**src/rtl/k423_if_pcgen.sv**
```systemverilog
// IF-stage fetch PC generator: IDLE/REQ/WAIT/OUT/DROP sequencer, one imem request outstanding, 3 cycles/instr at zero-wait.
// IF/ID stalls hold OUT with all state frozen; backend redirects win. Optional counters under K423_IF_PCGEN_PERF_EN.
module k423_if_pcgen #(
  parameter int                ADDR_W    = 32,
  parameter int                DATA_W    = 32,
  parameter logic [ADDR_W-1:0] BOOT_ADDR = ADDR_W'(32'h8000_0000)
) (
  input  logic              clk_i,
  input  logic              rst_n_i,
  input  logic              redir_vld_i,
  input  logic [ADDR_W-1:0] redir_pc_i,
  output logic              imem_req_vld_o,
  input  logic              imem_req_rdy_i,
  output logic [ADDR_W-1:0] imem_req_addr_o,
  input  logic              imem_rsp_vld_i,
  input  logic [DATA_W-1:0] imem_rsp_data_i,
  output logic [ADDR_W-1:0] bpu_pc_o,
  output logic [DATA_W-1:0] bpu_inst_o,
  input  logic              bpu_prd_tkn_i,
  input  logic [ADDR_W-1:0] bpu_prd_pc_i,
  input  logic [1:0]        bpu_prd_sat_cnt_i,
  output logic              if_vld_o,
  input  logic              if_rdy_i,
  output logic [ADDR_W-1:0] if_pc_o,
  output logic [DATA_W-1:0] if_inst_o,
  output logic              if_prd_tkn_o,
  output logic [ADDR_W-1:0] if_prd_pc_o,
  output logic [1:0]        if_prd_sat_cnt_o
`ifdef K423_IF_PCGEN_PERF_EN
  ,
  output logic [31:0]       perf_fetch_cnt_o,
  output logic [31:0]       perf_redir_cnt_o
`endif
);

  typedef enum logic [2:0] {
    S_IDLE,
    S_REQ,
    S_WAIT,
    S_OUT,
    S_DROP
  } state_t;

  state_t            r_state;
  state_t            w_state_nxt;
  logic [ADDR_W-1:0] r_pc;
  logic [ADDR_W-1:0] w_pc_nxt;
  logic [DATA_W-1:0] r_inst;
  logic              w_inst_we;
  logic              w_req_vld;
  logic              w_if_vld;
  logic              w_fire;

  always_ff @(posedge clk_i or negedge rst_n_i) begin
    if (!rst_n_i) begin
      r_state <= S_IDLE;
      r_pc    <= BOOT_ADDR;
      r_inst  <= '0;
    end else begin
      r_state <= w_state_nxt;
      r_pc    <= w_pc_nxt;
      if (w_inst_we) begin
        r_inst <= imem_rsp_data_i;
      end
    end
  end

  always_comb begin
    w_state_nxt = r_state;
    w_pc_nxt    = r_pc;
    w_inst_we   = 1'b0;
    w_req_vld   = 1'b0;
    w_if_vld    = 1'b0;
    w_fire      = 1'b0;
    case (r_state)
      S_IDLE: w_state_nxt = S_REQ;
      S_REQ: begin
        w_req_vld = 1'b1;
        // An accepted request still owes a response, so a redirect must drain it in DROP.
        if (imem_req_rdy_i) begin
          w_state_nxt = redir_vld_i ? S_DROP : S_WAIT;
        end
      end
      S_WAIT: begin
        if (redir_vld_i) begin
          w_state_nxt = imem_rsp_vld_i ? S_REQ : S_DROP;
        end else if (imem_rsp_vld_i) begin
          w_inst_we   = 1'b1;
          w_state_nxt = S_OUT;
        end
      end
      S_OUT: begin
        w_if_vld = ~redir_vld_i;
        w_fire   = w_if_vld & if_rdy_i;
        if (redir_vld_i || w_fire) begin
          w_state_nxt = S_REQ;
        end
        if (w_fire) begin
          w_pc_nxt = bpu_prd_tkn_i ? bpu_prd_pc_i : r_pc + ADDR_W'(4);
        end
      end
      S_DROP: begin
        if (imem_rsp_vld_i) begin
          w_state_nxt = S_REQ;
        end
      end
      default: w_state_nxt = S_IDLE;
    endcase
    if (redir_vld_i) begin
      w_pc_nxt = redir_pc_i;
    end
  end

  assign imem_req_vld_o   = w_req_vld;
  assign imem_req_addr_o  = r_pc;
  assign bpu_pc_o         = r_pc;
  assign bpu_inst_o       = r_inst;
  assign if_vld_o         = w_if_vld;
  assign if_pc_o          = r_pc;
  assign if_inst_o        = r_inst;
  assign if_prd_tkn_o     = bpu_prd_tkn_i;
  assign if_prd_pc_o      = bpu_prd_pc_i;
  assign if_prd_sat_cnt_o = bpu_prd_sat_cnt_i;

`ifdef K423_IF_PCGEN_PERF_EN
  logic [31:0] r_perf_fetch;
  logic [31:0] r_perf_redir;

  always_ff @(posedge clk_i or negedge rst_n_i) begin
    if (!rst_n_i) begin
      r_perf_fetch <= '0;
      r_perf_redir <= '0;
    end else begin
      if (w_fire && (r_perf_fetch != 32'hFFFF_FFFF)) begin
        r_perf_fetch <= r_perf_fetch + 32'd1;
      end
      if (redir_vld_i && (r_perf_redir != 32'hFFFF_FFFF)) begin
        r_perf_redir <= r_perf_redir + 32'd1;
      end
    end
  end

  assign perf_fetch_cnt_o = r_perf_fetch;
  assign perf_redir_cnt_o = r_perf_redir;
`endif

endmodule

```
**config.mk**
```make
export PLATFORM = sky130hd
export DESIGN_NAME = k423_if_pcgen
export DESIGN_NICKNAME = d
export VERILOG_FILES = /design/src/rtl/k423_if_pcgen.sv
export SDC_FILE = /design/constraint.sdc
export NUM_CORES = 1
export LEC_CHECK = 0
export ABC_AREA = 1
export CORE_UTILIZATION = 35
export CTS_BUF_LIST = sky130_fd_sc_hd__clkbuf_8
export DETAILED_ROUTE_END_ITERATION = 7
export GPL_TIMING_DRIVEN = 1
export HOLD_SLACK_MARGIN = 0.12
export PLACE_DENSITY = 0.79
export REMOVE_ABC_BUFFERS = 1
export SLEW_MARGIN = 25
export SYNTH_ARGS = -nofsm -noshare
export SYNTH_HDL_FRONTEND = slang
export SYNTH_SLANG_ARGS = --single-unit
```
**constraint.sdc**
```tcl
create_clock -name clk_i -period 1.4 [get_ports clk_i]
set_input_delay 0.35 -clock clk_i [delete_from_list [all_inputs] [get_ports clk_i]]
set_output_delay 0.35 -clock clk_i [all_outputs]
set_load 0.01 [all_outputs]
```
; ---- Yosys cells after proc, flatten, opt, wreduce, memory -nomap -nowiden
; Index checks and enable logic that the tools add are counted.
; W data, S select, Z words.
[classes]
mul = 0
shift = 0
bitwise_logic = 2
add_sub_neg = 1
n_reduce_logical = 6
div_mod_pow = 0
eq_ne = 8
magnitude_cmp = 0
n_mux = 17
[ops]
columns = op, count
row1 = $mux W32, 4
row2 = $add A32 B3 Y32 const B, 1
row3 = $mux W3, 7
row4 = $pmux W3 S5, 1
row5 = $eq A3 B2 Y1 const B, 2
row6 = $ne A2 B2 Y1 const B, 3
row7 = $mux W1, 5
row8 = $reduce_and A4 Y1, 1
row9 = $reduce_bool A2 Y1, 2
row10 = $eq A3 B1 Y1 const B, 1
row11 = $eq A3 B3 Y1 const B, 1
row12 = $logic_not A3 Y1, 1
row13 = $ne A3 B3 Y1 const B, 1
row14 = $reduce_and A2 Y1, 1
row15 = $and A1 B1 Y1, 1
row16 = $logic_or A1 B1 Y1, 1
row17 = $not A1 Y1, 1
[totals]
register_bits = 67
ramBits = 0
mem_bits_ro = 0
input_bits = 105
n_memories = 0
latchBits = 0
elab_cells = 37

; ---- Depth between registers and ports, before layout
[logic_depth]
word_depth = 5
depth_mapped = 10

; ---- Worst setup path after synthesis
; No wires, ideal clock.
[synth_timing]
kind = register to register
startpoint = register r_pc[3] (netlist: bpu_pc_o[3])
endpoint = register r_pc[24] (netlist: bpu_pc_o[24])
setup_ps = 116
t_arrival_ps = 1456
path_stages_with_launch = 11
required_ps = 1284
path_buffers = 0
setup_slack_ps = -172
path_cell_list = dfrtp_1 -> ha_1 -> nand2_2 -> nor2_2 -> nand2_1 -> nor2_2 -> nand2_1 -> nand2_1 -> nand3_1 -> nand2_1 -> nand2_1
[synth_via]
elab_chain_len = 5
[synth_lines]
columns = element, line_no
row1 = from (decl), 46  ; logic [ADDR_W-1:0] r_pc;
row2 = from (signal assigned), 61  ; r_pc <= w_pc_nxt;
row3 = $add A32 B3 Y32, 99  ; w_pc_nxt = bpu_prd_tkn_i ? bpu_prd_pc_i : r_pc + ADDR_W'(4);
row4 = $mux W32, 99
row5 = $mux W32, 98  ; if (w_fire) begin
row6 = $mux W32, 75  ; case (r_state)
row7 = $mux W32, 109  ; if (redir_vld_i) begin
; Every way passes these cells. The select of a mux whose other input is x is not followed.
; A chain may end at the register's enable or synchronous reset.

; ---- Worst setup path after layout
[layout_timing]
startpoint = register r_state[1]
endpoint = register r_inst[25] (netlist: bpu_inst_o[25])
[layout_via]
elab_chain_len = 2
[layout_lines]
columns = element, line_no
row1 = from (decl), 44  ; state_t r_state;
row2 = from (signal assigned), 60  ; r_state <= w_state_nxt;
row3 = $eq A3 B2 Y1, 75
row4 = $mux W1, 75
row5 = to (signal assigned), 63  ; r_inst <= imem_rsp_data_i;
row6 = to (decl), 48  ; logic [DATA_W-1:0] r_inst;
; Every way passes these cells.

==> metrics.cfg <==
[global_route]
grt_pass1_wl_mm=28.2
antenna_found_initial=0
grt_usage=0.244
grt_overflow=0
grt_pass1_vias=5725
grt_max_degree=68

[logic_synthesis]
ys_ff_latch=67
yosysTopAreaCellShare=0.326
synth_top_cell_by_area=dfrtp_1
synth_edf_count=0
synthTopCellsByCount=165 x nand2_1, 132 x buf_4, 70 x nor2_1
yosysWarnings=0
avgSynthCellArea_um2=7.73
synth_area_leaders=dfrtp_1 33%, buf_4 20%, nand2_1 12%
ys.flop_type=dfrtp_1
ys_seq_area_frac=0.332
syn_inst=654
synth_cell_types=31
syn_area_um2=5060
ys_async_sr_fraction=1.00
synth_most_common_cell=nand2_1

[detailed_routing]
drtIter0Drc=376
wire_per_inst_um=16.2
vias=5786
drc=0
firstDrtPassIters=5
vias_per_cell=4.78
wirelength_mm=19.6
antenna_left=0

[clock_tree]
htreeDepth=3
cts_buffer_depth=2
cts_tree=yes
path_clk_slew_ns=0.07
clock-sinks=67
worstSkewPairLatency_ns=0.35
cts_made_buffers=9
cts-root-buf=clkbuf_8

[sta]
fin_tns_setup_ns=-16.46
finalWorstSetupSlack_ns=-0.309
worstMarginPinSlew_ns=0.379
fmax_ghz=0.585
final.min_clock_period_ns=1.71
worst_clock_skew_ns=0.0180
setup_viol=85
hold_violations=0
grt_setup_unrepaired=true
relSlewSlack=0.748
finalCritPeriodShare=1.22
drv_slew=0

[critical_path]
worstSetupPathType=flop to flop
cp-startpoint=r_state[1]
cp-end-kind=flop
critPathRequiredTime_ns=1.62
critPathLaunchType=flop
cp_data_arrival_time_ns=1.93
cp_max_fo=7
r2r_start=r_state[1]

[finish]
multi_input_area_um2=2570
fin_util=0.672
layout-drive-gt1-share=0.502
area.growth.synth_to_final_pct=85.8
fill_cells=1073
nets=1132
diodes=0
seq_area_um2=1690

[pwr]
leakage_nw=4.68
p_sw_mw=5.10
internal_power_mw=8.19
switching_share=0.384
vdd_drop_max_uv=1170
p_comb_frac=0.627
p_seq_frac=0.251
powerDensity_nw_per_um2=1410
clkPwrFrac=0.122

[run_status]
status=finished, violations left
violations=setup timing

[placed_design]
hpwlAfterDp_mm=12.2
gp_congestion=0.850
portBuffers=297

[die]
core_um2=14000
start_util=0.362
die_y_um=122
die_w_um=122
ios=302
dieArea_um2=14900
rows=43

[min_path]
min_from=bpu_inst_o[6]
hold_class=flop to flop

[run]
cap_violations=0

==> timing repair <==
item,CTS,global route
setup buffers,73,33
hold endpoints to repair,66,0
setup endpoints to repair,258,156
pin swaps,44,26
hold buffers,1,0
resized for setup,748,154
cloned,3,4
==> registers in the layout, indices dropped and copies added, names as in the netlist <==
register    flops
r_state         3
bpu_inst_o     32
bpu_pc_o       32
==> metrics by stage <==
step / hold WS [ns] / setup slack (ns) / cells / cell area (um2) / power, mW
final: 0.549 / -0.309 / 1211 / 9400 / 13.3
after floorplan: 0.0544 / -0.368 / 506 / 3960 / 5.70
after global placement: 0.383 / -0.487 / 1095 / 8080 / 10.3
after CTS: 0.523 / -0.171 / 1187 / 8860 / 12.3
after detailed placement: 0.385 / -0.503 / 1095 / 8080 / 10.4
after global routing: 0.568 / -0.342 / 1211 / 9400 / 14.0
==> kinds of logic (layout without fill, tap and decap cells) <==
group / count (synthesis) / count (layout) / synth area share
multiplexers: 32 / 32 / 0.0935
flip-flops: 67 / 67 / 0.332
XOR/XNOR: 1 / 1 / 0.00173
adder cells (fa/ha/maj): 1 / 1 / 0.00247
AND/OR/NAND/NOR: 289 / 289 / 0.236
buffers and inverters: 201 / 578 / 0.257
AO/OA/AOI/OAI: 63 / 63 / 0.0769
==> layout by cell type (no fill, tap or decap), drive strengths merged, types with 2 or more instances in the layout <==
master           n
clkdlybuf4s15   65
mux2            32
o22ai           27
nor2            79
dfrtp           66
nand3           36
a21oi            8
dlygate4sd2     10
nand2          170
o211ai           2
clkbuf          27
inv             58
buf            318
nor3             3
clkdlybuf4s50   97
o21bai           3
o21ai           19
o31ai            2
==> worst paths after layout <==
check	endpoint	slack, ns	cells after the start
max in group asynchronous	r_state[0]	0.50	3
max reg2reg	bpu_inst_o[25]	-0.31	8
max	bpu_inst_o[25]	-0.31	8
min reg2reg	bpu_inst_o[6]	0.55	1
min in group asynchronous	bpu_pc_o[20]	0.56	3
min	bpu_inst_o[6]	0.55	1
==> power groups by stage <==
stage	combinational [mW]	clock, mW	sequential, mW
floorplan	1.60	0	4.10
global placement	6.85	0	3.42
detailed placement	6.98	0	3.41
CTS	7.47	1.61	3.27
global route	8.87	1.71	3.40
finish	8.33	1.62	3.33
==> layer usage <==
metal	wire length, um	up-vias	GRT usage
li1	-	2701	-
met1	7350	2727	0.276
met2	10400	302	0.461
met3	1260	56	0.0316
met4	590	0	0.0960
met5	0	-	0
==> layout make-up <==
type	count	area share
Clock buffer	10	0.0146
Clock inverter	6	0.00533
Inverter	53	0.0222
Multi-Input combinational cell	386	0.274
Sequential cell	67	0.180
Tap cell	180	0.0240
Timing Repair Buffer	508	0.479
Timing Repair inverter	1	0.000932
==> worst max-delay path: stages, from the launching register on <==
cell,delay (ns)
dfrtp_1,0.40
inv_2,0.08
nor2_4,0.14
buf_6,0.13
nand2_4,0.05
nor2_4,0.15
nand2_4,0.14
clkbuf_16,0.20
mux2_4,0.29
Note: power is estimated with default switching activity, not from simulation.
